<file path="src/rtl/adc2s_pkg.sv">
`default_nettype none
// ============================================================================
//  Module      : adc2s_pkg
//  Description : Shared types and helpers for the two-stage ADC conversion
//                sequencer (FSM state encoding, default code widths, phase
//                counter width helper).
//  Revision    : 1.0 - initial release
// ============================================================================
package adc2s_pkg;

    // Default stage code widths
    localparam int c_MSB_W = 3;
    localparam int c_LSB_W = 3;

    // Conversion FSM states, explicitly encoded
    typedef enum logic [2:0] {
        IDLE   = 3'd0,
        SAMPLE = 3'd1,
        CONV1  = 3'd2,
        SETTLE = 3'd3,
        CONV2  = 3'd4
    } state_e;

    // Bits needed to hold the longest phase length (loads are T-1, so this
    // leaves a spare code; at least one bit)
    function automatic int cnt_width(input int a, input int b,
                                     input int c, input int d);
        int m;
        int w;
        m = a;
        if (b > m) m = b;
        if (c > m) m = c;
        if (d > m) m = d;
        w = 1;
        for (int i = 1; i < 31; i++) begin
            if ((1 << i) <= m) w = i + 1;
        end
        return w;
    endfunction

endpackage
`default_nettype wire

</file>
<file path="src/rtl/adc2s_phase_timer.sv">
`default_nettype none
// ============================================================================
//  Module      : adc2s_phase_timer
//  Description : Loadable down-counter that times one conversion phase.
//                done_o is high while the count is zero; the count holds at
//                zero until the next load.
//  Revision    : 1.0 - initial release
// ============================================================================
module adc2s_phase_timer #(
    parameter int CNT_W = 2
) (
    input  logic             clk_i,
    input  logic             reset_ni,
    input  logic             load_i,
    input  logic [CNT_W-1:0] value_i,
    output logic [CNT_W-1:0] count_o,
    output logic             done_o
);

    localparam logic [CNT_W-1:0] c_ONE = CNT_W'(1);

    logic [CNT_W-1:0] r_count;

    // Load on phase entry, otherwise count down to zero and hold
    always_ff @(posedge clk_i or negedge reset_ni) begin
        if (!reset_ni) begin
            r_count <= '0;
        end else if (load_i) begin
            r_count <= value_i;
        end else if (r_count != '0) begin
            r_count <= r_count - c_ONE;
        end
    end

    assign count_o = r_count;
    assign done_o  = (r_count == '0);

endmodule
`default_nettype wire

</file>
<file path="src/rtl/adc2s_conv_seq.sv">
`default_nettype none
// ============================================================================
//  Module      : adc2s_conv_seq
//  Description : Conversion sequencer for a two-stage subranging ADC front
//                end. Generates track/hold, stage-1 latch, residue-DAC load
//                and stage-2 latch strobes, aligns the {MSB, LSB} result and
//                presents it on a valid/ready output with sticky overrun.
//                Optional build macro ADC2S_OVR_CNT_EN adds ovr_cnt_o, a
//                saturating 8-bit overrun event counter.
//  Revision    : 1.0 - initial release
// ============================================================================
module adc2s_conv_seq
    import adc2s_pkg::*;
#(
    parameter int MSB_W    = c_MSB_W,
    parameter int LSB_W    = c_LSB_W,
    parameter int T_SAMPLE = 2,
    parameter int T_CONV1  = 1,
    parameter int T_SETTLE = 2,
    parameter int T_CONV2  = 1
) (
    input  logic                   clk_i,
    input  logic                   reset_ni,
    input  logic                   start_i,
    input  logic                   cont_i,
    input  logic [MSB_W-1:0]       msb_i,
    input  logic [LSB_W-1:0]       lsb_i,
    input  logic                   ready_i,
    input  logic                   clr_ovr_i,
    output logic                   sample_o,
    output logic                   latch1_o,
    output logic                   dac_load_o,
    output logic [MSB_W-1:0]       dac_code_o,
    output logic                   latch2_o,
    output logic [MSB_W+LSB_W-1:0] dout_o,
    output logic                   valid_o,
    output logic                   busy_o,
`ifdef ADC2S_OVR_CNT_EN
    output logic [7:0]             ovr_cnt_o,
`endif
    output logic                   overrun_o
);

    localparam int c_CW = cnt_width(T_SAMPLE, T_CONV1, T_SETTLE, T_CONV2);

    // Timer load values: a phase of T cycles counts T-1 .. 0
    localparam logic [c_CW-1:0] c_LD_SAMPLE = c_CW'(T_SAMPLE - 1);
    localparam logic [c_CW-1:0] c_LD_CONV1  = c_CW'(T_CONV1 - 1);
    localparam logic [c_CW-1:0] c_LD_SETTLE = c_CW'(T_SETTLE - 1);
    localparam logic [c_CW-1:0] c_LD_CONV2  = c_CW'(T_CONV2 - 1);
    localparam logic [c_CW-1:0] c_CNT_ONE   = c_CW'(1);

    state_e                   r_state;
    logic                     r_sample;
    logic                     r_busy;
    logic                     r_latch1;
    logic                     r_dac_load;
    logic                     r_latch2;
    logic [MSB_W-1:0]         r_msb;
    logic [MSB_W+LSB_W-1:0]   r_dout;
    logic                     r_valid;
    logic                     r_overrun;

    state_e                   w_state_nxt;
    logic                     w_load;
    logic [c_CW-1:0]          w_load_val;
    logic [c_CW-1:0]          w_count;
    logic                     w_done;
    logic                     w_last_nxt;
    logic                     w_cap_msb;
    logic                     w_cap_res;
    logic                     w_ovr_set;

    adc2s_phase_timer #(
        .CNT_W (c_CW)
    ) u_phase_timer (
        .clk_i    (clk_i),
        .reset_ni (reset_ni),
        .load_i   (w_load),
        .value_i  (w_load_val),
        .count_o  (w_count),
        .done_o   (w_done)
    );

    // Next-state, timer load and capture decode
    always_comb begin
        w_state_nxt = r_state;
        w_load      = 1'b0;
        w_load_val  = '0;
        w_cap_msb   = 1'b0;
        w_cap_res   = 1'b0;
        case (r_state)
            IDLE: begin
                if (start_i || cont_i) begin
                    w_state_nxt = SAMPLE;
                    w_load      = 1'b1;
                    w_load_val  = c_LD_SAMPLE;
                end
            end
            SAMPLE: begin
                if (w_done) begin
                    w_state_nxt = CONV1;
                    w_load      = 1'b1;
                    w_load_val  = c_LD_CONV1;
                end
            end
            CONV1: begin
                if (w_done) begin
                    w_cap_msb   = 1'b1;
                    w_state_nxt = SETTLE;
                    w_load      = 1'b1;
                    w_load_val  = c_LD_SETTLE;
                end
            end
            SETTLE: begin
                if (w_done) begin
                    w_state_nxt = CONV2;
                    w_load      = 1'b1;
                    w_load_val  = c_LD_CONV2;
                end
            end
            CONV2: begin
                if (w_done) begin
                    w_cap_res = 1'b1;
                    if (cont_i) begin
                        w_state_nxt = SAMPLE;
                        w_load      = 1'b1;
                        w_load_val  = c_LD_SAMPLE;
                    end else begin
                        w_state_nxt = IDLE;
                    end
                end
            end
            default: begin
                w_state_nxt = IDLE;
            end
        endcase
    end

    // Next cycle is the final cycle of its phase; strobes are registered so
    // they must be decided one cycle ahead from the upcoming count
    assign w_last_nxt = w_load ? (w_load_val == '0) : (w_count == c_CNT_ONE);

    // Sequencer FSM with registered strobe outputs and MSB capture
    always_ff @(posedge clk_i or negedge reset_ni) begin
        if (!reset_ni) begin
            r_state    <= IDLE;
            r_sample   <= 1'b1;
            r_busy     <= 1'b0;
            r_latch1   <= 1'b0;
            r_dac_load <= 1'b0;
            r_latch2   <= 1'b0;
            r_msb      <= '0;
        end else begin
            r_state    <= w_state_nxt;
            r_sample   <= (w_state_nxt == IDLE) || (w_state_nxt == SAMPLE);
            r_busy     <= (w_state_nxt != IDLE);
            r_latch1   <= (w_state_nxt == CONV1) && w_last_nxt;
            r_dac_load <= (w_state_nxt == SETTLE) && w_load;
            r_latch2   <= (w_state_nxt == CONV2) && w_last_nxt;
            if (w_cap_msb) begin
                r_msb <= msb_i;
            end
        end
    end

    // A fresh result overwriting an unconsumed one is an overrun
    assign w_ovr_set = w_cap_res && r_valid && !ready_i;

    // Result register, valid/ready handshake and sticky overrun flag
    always_ff @(posedge clk_i or negedge reset_ni) begin
        if (!reset_ni) begin
            r_dout    <= '0;
            r_valid   <= 1'b0;
            r_overrun <= 1'b0;
        end else begin
            if (w_cap_res) begin
                r_dout  <= {r_msb, lsb_i};
                r_valid <= 1'b1;
            end else if (r_valid && ready_i) begin
                r_valid <= 1'b0;
            end
            if (w_ovr_set) begin
                r_overrun <= 1'b1;
            end else if (clr_ovr_i) begin
                r_overrun <= 1'b0;
            end
        end
    end

`ifdef ADC2S_OVR_CNT_EN
    logic [7:0] r_ovr_cnt;

    // Saturating overrun event counter; an event in the clear cycle counts 1
    always_ff @(posedge clk_i or negedge reset_ni) begin
        if (!reset_ni) begin
            r_ovr_cnt <= 8'd0;
        end else if (w_ovr_set) begin
            if (clr_ovr_i) begin
                r_ovr_cnt <= 8'd1;
            end else if (r_ovr_cnt != 8'hFF) begin
                r_ovr_cnt <= r_ovr_cnt + 8'd1;
            end
        end else if (clr_ovr_i) begin
            r_ovr_cnt <= 8'd0;
        end
    end

    assign ovr_cnt_o = r_ovr_cnt;
`endif

    assign sample_o   = r_sample;
    assign busy_o     = r_busy;
    assign latch1_o   = r_latch1;
    assign dac_load_o = r_dac_load;
    assign latch2_o   = r_latch2;
    assign dac_code_o = r_msb;
    assign dout_o     = r_dout;
    assign valid_o    = r_valid;
    assign overrun_o  = r_overrun;

endmodule
`default_nettype wire
</file>
<file path="config.mk">
export PLATFORM = sky130hd
export DESIGN_NAME = adc2s_conv_seq
export DESIGN_NICKNAME = d
export VERILOG_FILES = /design/src/rtl/adc2s_pkg.sv /design/src/rtl/adc2s_phase_timer.sv /design/src/rtl/adc2s_conv_seq.sv
export SDC_FILE = /design/constraint.sdc
export NUM_CORES = 1
export LEC_CHECK = 0
export CAP_MARGIN = 20
export CORE_AREA = 3 3 45 57
export CTS_CLUSTER_DIAMETER = 120
export DETAILED_ROUTE_END_ITERATION = 6
export DIE_AREA = 0 0 48 60
export GPL_TIMING_DRIVEN = 0
export PLACE_DENSITY = 0.81
export REMOVE_ABC_BUFFERS = 1
export SLEW_MARGIN = 20
export SYNTH_ARGS = -nofsm -noshare
export SYNTH_HDL_FRONTEND = slang
export SYNTH_SLANG_ARGS = --single-unit
</file>
<file path="constraint.sdc">
create_clock -name clk_i -period 1.8 [get_ports clk_i]
set_input_delay 0.36 -clock clk_i [delete_from_list [all_inputs] [get_ports clk_i]]
set_output_delay 0.36 -clock clk_i [all_outputs]
set_load 0.005 [all_outputs]
</file>
**Yosys cells after proc, flatten, opt, wreduce, memory -nomap -nowiden**

Index checks and enable logic that the tools add are counted.
Widths: inputs -> output; s select.

- $add $sub $neg: 1
- Multipliers: 0
- Div/mod/pow operators: 0
- Order comparisons: 0
- Equality and inequality tests: 9
- Shift-type cells: 0
- Multiplexer cells: 26
- Bitwise logic cells: 0
- Reduce and logical (&&, ||, !) cells: 19

Operators by type and width:

| operator | number |
|---|---|
| $mux 1 | 16 |
| $mux 3 | 5 |
| $pmux 3 s5 | 1 |
| $eq 3x2->1 const B | 4 |
| $reduce_bool 2->1 | 4 |
| $eq 3x1->1 const B | 2 |
| $eq 3x3->1 const B | 2 |
| $logic_and 1x1->1 | 6 |
| $logic_not 3->1 | 2 |
| $pmux 1 s3 | 2 |
| $logic_not 2->1 | 2 |
| $mux 2 | 2 |
| $reduce_bool 3->1 | 1 |
| $reduce_or 3->1 | 1 |
| $eq 2x1->1 const B | 1 |
| $logic_or 1x1->1 | 2 |
| $sub 2x1->2 const B | 1 |
| $logic_not 1->1 | 1 |

- Bits in registers: 21
- Bits in latches: 0
- Bits in writable memories: 0
- Bits in read-only memories: 0
- Input bits: 12
- Output and inout bits: 16
- Logic and storage cells: 66
- Memories: 0

**Logic depth before layout (Yosys ltp)**

- Depth in word-level cells: 6
- Mapped depth: 6
- Depth with buffers taken out: 5

**Cells and area by module**

From an unflattened synthesis, not the netlist that was laid out.

- Cell total of the unflattened synthesis: 94
- Area, all modules: 979.7 µm²

By module, submodules not included:

| module | instances | cells an instance | area each (µm²) | sequential area each (µm²) |
|---|---|---|---|---|
| adc2s_conv_seq | 1 | 82 | 865.8 | 476.7 |
| adc2s_phase_timer | 1 | 12 | 113.9 | 50.0 |

**Worst setup path after synthesis**

OpenSTA, ideal clock, no wires.

- Path type: flip-flop to flip-flop
- Start: reg u_phase_timer.r_count[0] (netlist: u_phase_timer.count_o[0])
- End: reg r_latch1 (netlist: latch1_o)
- Library setup time: 0.077 ns
- Data arrival time: 1.390 ns
- Required time: 1.723 ns
- Slack: 0.333 ns
- Stages on the path, launching flop included: 6
- Buffers on the path: 1
- Period minus slack after synthesis: 1.467 ns
- Cell sequence: dfrtp_1 > inv_1 > ha_1 > clkbuf_1 > or4b_1 > a21oi_1

- Word-level cells in the longest chain between the ends: 6
- Elaborated cells on any way between the ends: 17
- Classes of those cells: 2 x eq/ne; 12 x mux; 3 x reduce/logical

Ends and longest elaborated chain:

| item | RTL line | RTL |
|---|---|---|
| start: declaration | adc2s_phase_timer.sv:22 | `logic [CNT_W-1:0] r_count;` |
| start signal: assignment | adc2s_phase_timer.sv:29 | `r_count <= value_i;` |
| start signal: assignment | adc2s_phase_timer.sv:31 | `r_count <= r_count - c_ONE;` |
| $logic_not 2->1 | adc2s_phase_timer.sv:36 | `assign done_o = (r_count == '0);` |
| $mux 1 (on tied branches) | n/a |  |
| $pmux 1 s3 | adc2s_conv_seq.sv:92 | `case (r_state)` |
| $logic_not 2->1 | adc2s_conv_seq.sv:142 | `assign w_last_nxt = w_load ? (w_load_val == '0) : (w_count == c_CNT_ONE);` |
| $mux 1 | adc2s_conv_seq.sv:142 |  |
| $logic_and 1x1->1 * | adc2s_conv_seq.sv:158 | `r_latch1 <= (w_state_nxt == CONV1) && w_last_nxt;` |
| end signal: assignment | adc2s_conv_seq.sv:158 |  |
| end: declaration | adc2s_conv_seq.sv:56 | `logic r_latch1;` |

Mark *: on every way between the ends. The rest lies on a longest branch, timed or not.
A chain may end at the register's enable or synchronous reset.

**Worst setup path in the final report**

- Start: reg r_sample (netlist: sample_o)
- End: out sample_o

RTL lines:

| item | RTL line | RTL |
|---|---|---|
| start: declaration | adc2s_conv_seq.sv:54 | `logic r_sample;` |
| start signal: assignment | adc2s_conv_seq.sv:156 | `r_sample <= (w_state_nxt == IDLE) \|\| (w_state_nxt == SAMPLE);` |
| end: declaration | adc2s_conv_seq.sv:30 | `output logic sample_o,` |

No word-level cell between the ends.

==> reports/qor.csv <==
metric;value;unit
combinational share of power;0.454;
RSZ-0062 raised after global routing;no;
port bufs;27;
vias post-DR;634;
Area growth syn-to-layout;34.5;%
H-tree Lvls;1;
met2 Resource Use GR;0.212;
synth cell count leaders;dfrtp_1 (20), mux2_2 (9), nor2_1 (6);
Yosys top cell by area;dfrtp_1;
Hold Slack;514;ps
drt drc;0;
Worst EP required;1440;ps
Cell variety after synth;27;
CP Max Fanout;1;
outcome;complete, no violations;
hold wc startpoint;dout_o[1];
final period utilization;0.929;
Layout Nets;117;
die area;2880;µm²
Routed WL per cell;13.5;µm
Post-Syn Area;913;µm²
Post-synth top flop;dfrtp_1;
clock slew at reported path FFs;120;ps
DIE HEIGHT;60;µm
Worst Reg-to-Reg Cells;5;
GRT Util Overall;0.132;
sw frac;0.325;
Pint;1.27;mW
setup ws final;128;ps
P_sw;0.613;mW
Leakage;0.537;nW
row cnt;18;
Crit. Startpoint;sample_o;
Num CTS Buffers;3;
Ports;28;
fill cell count;162;
Initial Util;0.451;
crit path DAT;1310;ps
register area;527;µm²
GPL Wtd Cong;0.728;
delay-heaviest family, CP;flip-flops;
Avg Cell Area, Syn;12.7;µm²
core region area;2030;µm²
share of cells above drive strength 1;0.198;
final period demand of the worst path;1670;ps
clock network power share;0.116;
Peak supply drop;0.712;mV
die width;48;µm
worst slew pin tran;885;ps
Bufs and invs on worst path;1;
CP endpoint kind;output port;
Async SR Flop Fraction;1.00;
startpoint types;register;
Synth Warn #;0;
FMAX;0.598;GHz
WL final;1.63;mm
Critical Path Stages;1;
setup_tns;0;ps
Skew-Pair Late Insertion Delay;290;ps
Final Cell Area;1230;µm²
critical path class;register to output port;
RR Startpoint;u_phase_timer.count_o[0];
GRT busiest layer;met2;
largest net degree at the start of global routing;22;
CTS Root Cell;clkbuf_4;
area of the multi-input gates;358;µm²
Flop pwr share;0.429;
Max transition margin;0.408;
Synth top area share;0.548;
clock sinks;21;
initial antenna violation count;0;
Hold Path Class;register to register;
synth top area cells;dfrtp_1 (55%), mux2_2 (11%), ha_1 (4.1%);
grt ovf;0;
CTS tree;yes;
Placed Area;1190;µm²
FF+latch count, synth;21;
number of flops mapped to enable cells by yosys;0;
Final Hold Viols;0;
Max stage delay on crit path;530;ps
Min-Delay Path Depth;1;
DR iter-0 viols;7;
hpwl dp;1.21;mm
Critical-path top delay cell;dfstp_2;
worst-path cell chain;clkdlybuf4s50_1;
most frequent cell after synthesis;dfrtp_1;
met3 usage;0.0301;
Antenna diodes;0;
Pwr per Cell Area;1530;nW/µm²
Max Slew Vio Count;0;
clk_skew;9.81;ps
vias in the first global route;614;
Mapped Cells;72;
Pwr Total;1.89;mW
post-synthesis sequential area ratio;0.577;
max_cap viols;0;
Post-DRT Antenna Nets;0;
clk buf depth;2;
first drt pass iteration count;2;
via/cell ratio;5.24;
met1 Track Usage GR;0.163;
first-pass GRT wire length;2.68;mm
Finish-stage setup viols;0;
pre-CTS WS;0.139;ps
Hold-fix buffers, CTS;0;
==> metrics by stage <==
| stage | std cells | util |
|---|---|---|
| after floorplan | 69 | - |
| after global placement | 116 | 0.588 |
| after detailed placement | 116 | 0.588 |
| after CTS | 121 | 0.605 |
| after global routing | 121 | 0.606 |
| final | 121 | 0.606 |
==> power by group through the flow <==
stage          combinational [mW]  clock [mW]  sequential [mW]
2_1_floorplan               0.447           0            0.817
3_3_place_gp                0.823           0            0.812
3_5_place_dp                0.849           0            0.824
4_1_cts                     0.860       0.228            0.813
5_1_grt                     0.956       0.247            0.841
6_report                    0.856       0.219            0.810
==> metal layers <==
layer	vias to the layer above	wire [µm]
met3	2	75
met2	16	851
met5	-	0
met1	305	690
met4	0	14
li1	311	-
==> sequential cells by signal, indices dropped and copies added, names as in the netlist <==
| name | cells |
|---|---|
| busy_o | 1 |
| dac_code_o | 3 |
| dac_load_o | 1 |
| dout_o | 6 |
| latch1_o | 1 |
| latch2_o | 1 |
| overrun_o | 1 |
| r_state | 3 |
| sample_o | 1 |
| u_phase_timer.count_o | 2 |
| valid_o | 1 |
==> worst paths after layout <==
kind | slack [ps] | to
max | 130 | sample_o
min | 510 | dout_o[1]
max reg2reg | 140 | dac_code_o[1]
min reg2reg | 510 | dout_o[1]
max in group asynchronous | 700 | dac_code_o[0]
min in group asynchronous | 550 | r_state[2]
==> cell families after synthesis <==
| kind of cell | count (synthesis) | share of synthesized area |
|---|---|---|
| AND/OR/NAND/NOR | 21 | 0.155 |
| flip-flops | 21 | 0.577 |
| AO/OA/AOI/OAI | 11 | 0.0822 |
| multiplexers | 9 | 0.111 |
| buffers and inverters | 7 | 0.0342 |
| adder cells (fa/ha/maj) | 3 | 0.0411 |
==> layout by cell type, fill, tap and decap left out <==
cell,n
o21ai_0,1
clkbuf_1,1
inv_2,1
a31oi_1,1
nand3_2,1
nand2b_1,2
a21oi_1,3
clkbuf_4,3
clkdlybuf4s50_1,27
nor4b_4,1
o22ai_1,1
mux2_2,9
nor2_1,6
o21bai_1,2
or3_1,1
dfstp_2,1
nand2_1,4
a21bo_2,1
dfrtp_1,20
or2_2,1
nand3b_1,1
or4b_1,2
a311o_1,1
inv_1,3
buf_4,1
a21boi_1,1
ha_1,2
ha_2,1
nand4b_1,2
==> area by class of cell <==
cell class / instances / area share
Sequential cell: 21 / 0.429
Multi-Input combinational cell: 44 / 0.291
Timing Repair Buffer: 28 / 0.226
Clock buffer: 4 / 0.0214
Tap cell: 20 / 0.0204
Inverter: 4 / 0.0122
==> timing repair <==
| item | in CTS | in global routing |
|---|---|---|
| gates resized for setup | 0 | 1 |
| pin swaps | 0 | 0 |
| cloned | 0 | 0 |
| setup buffers | 1 | 0 |
| setup endpoints to repair | 3 | 3 |
(Power assumes the default switching activity.)
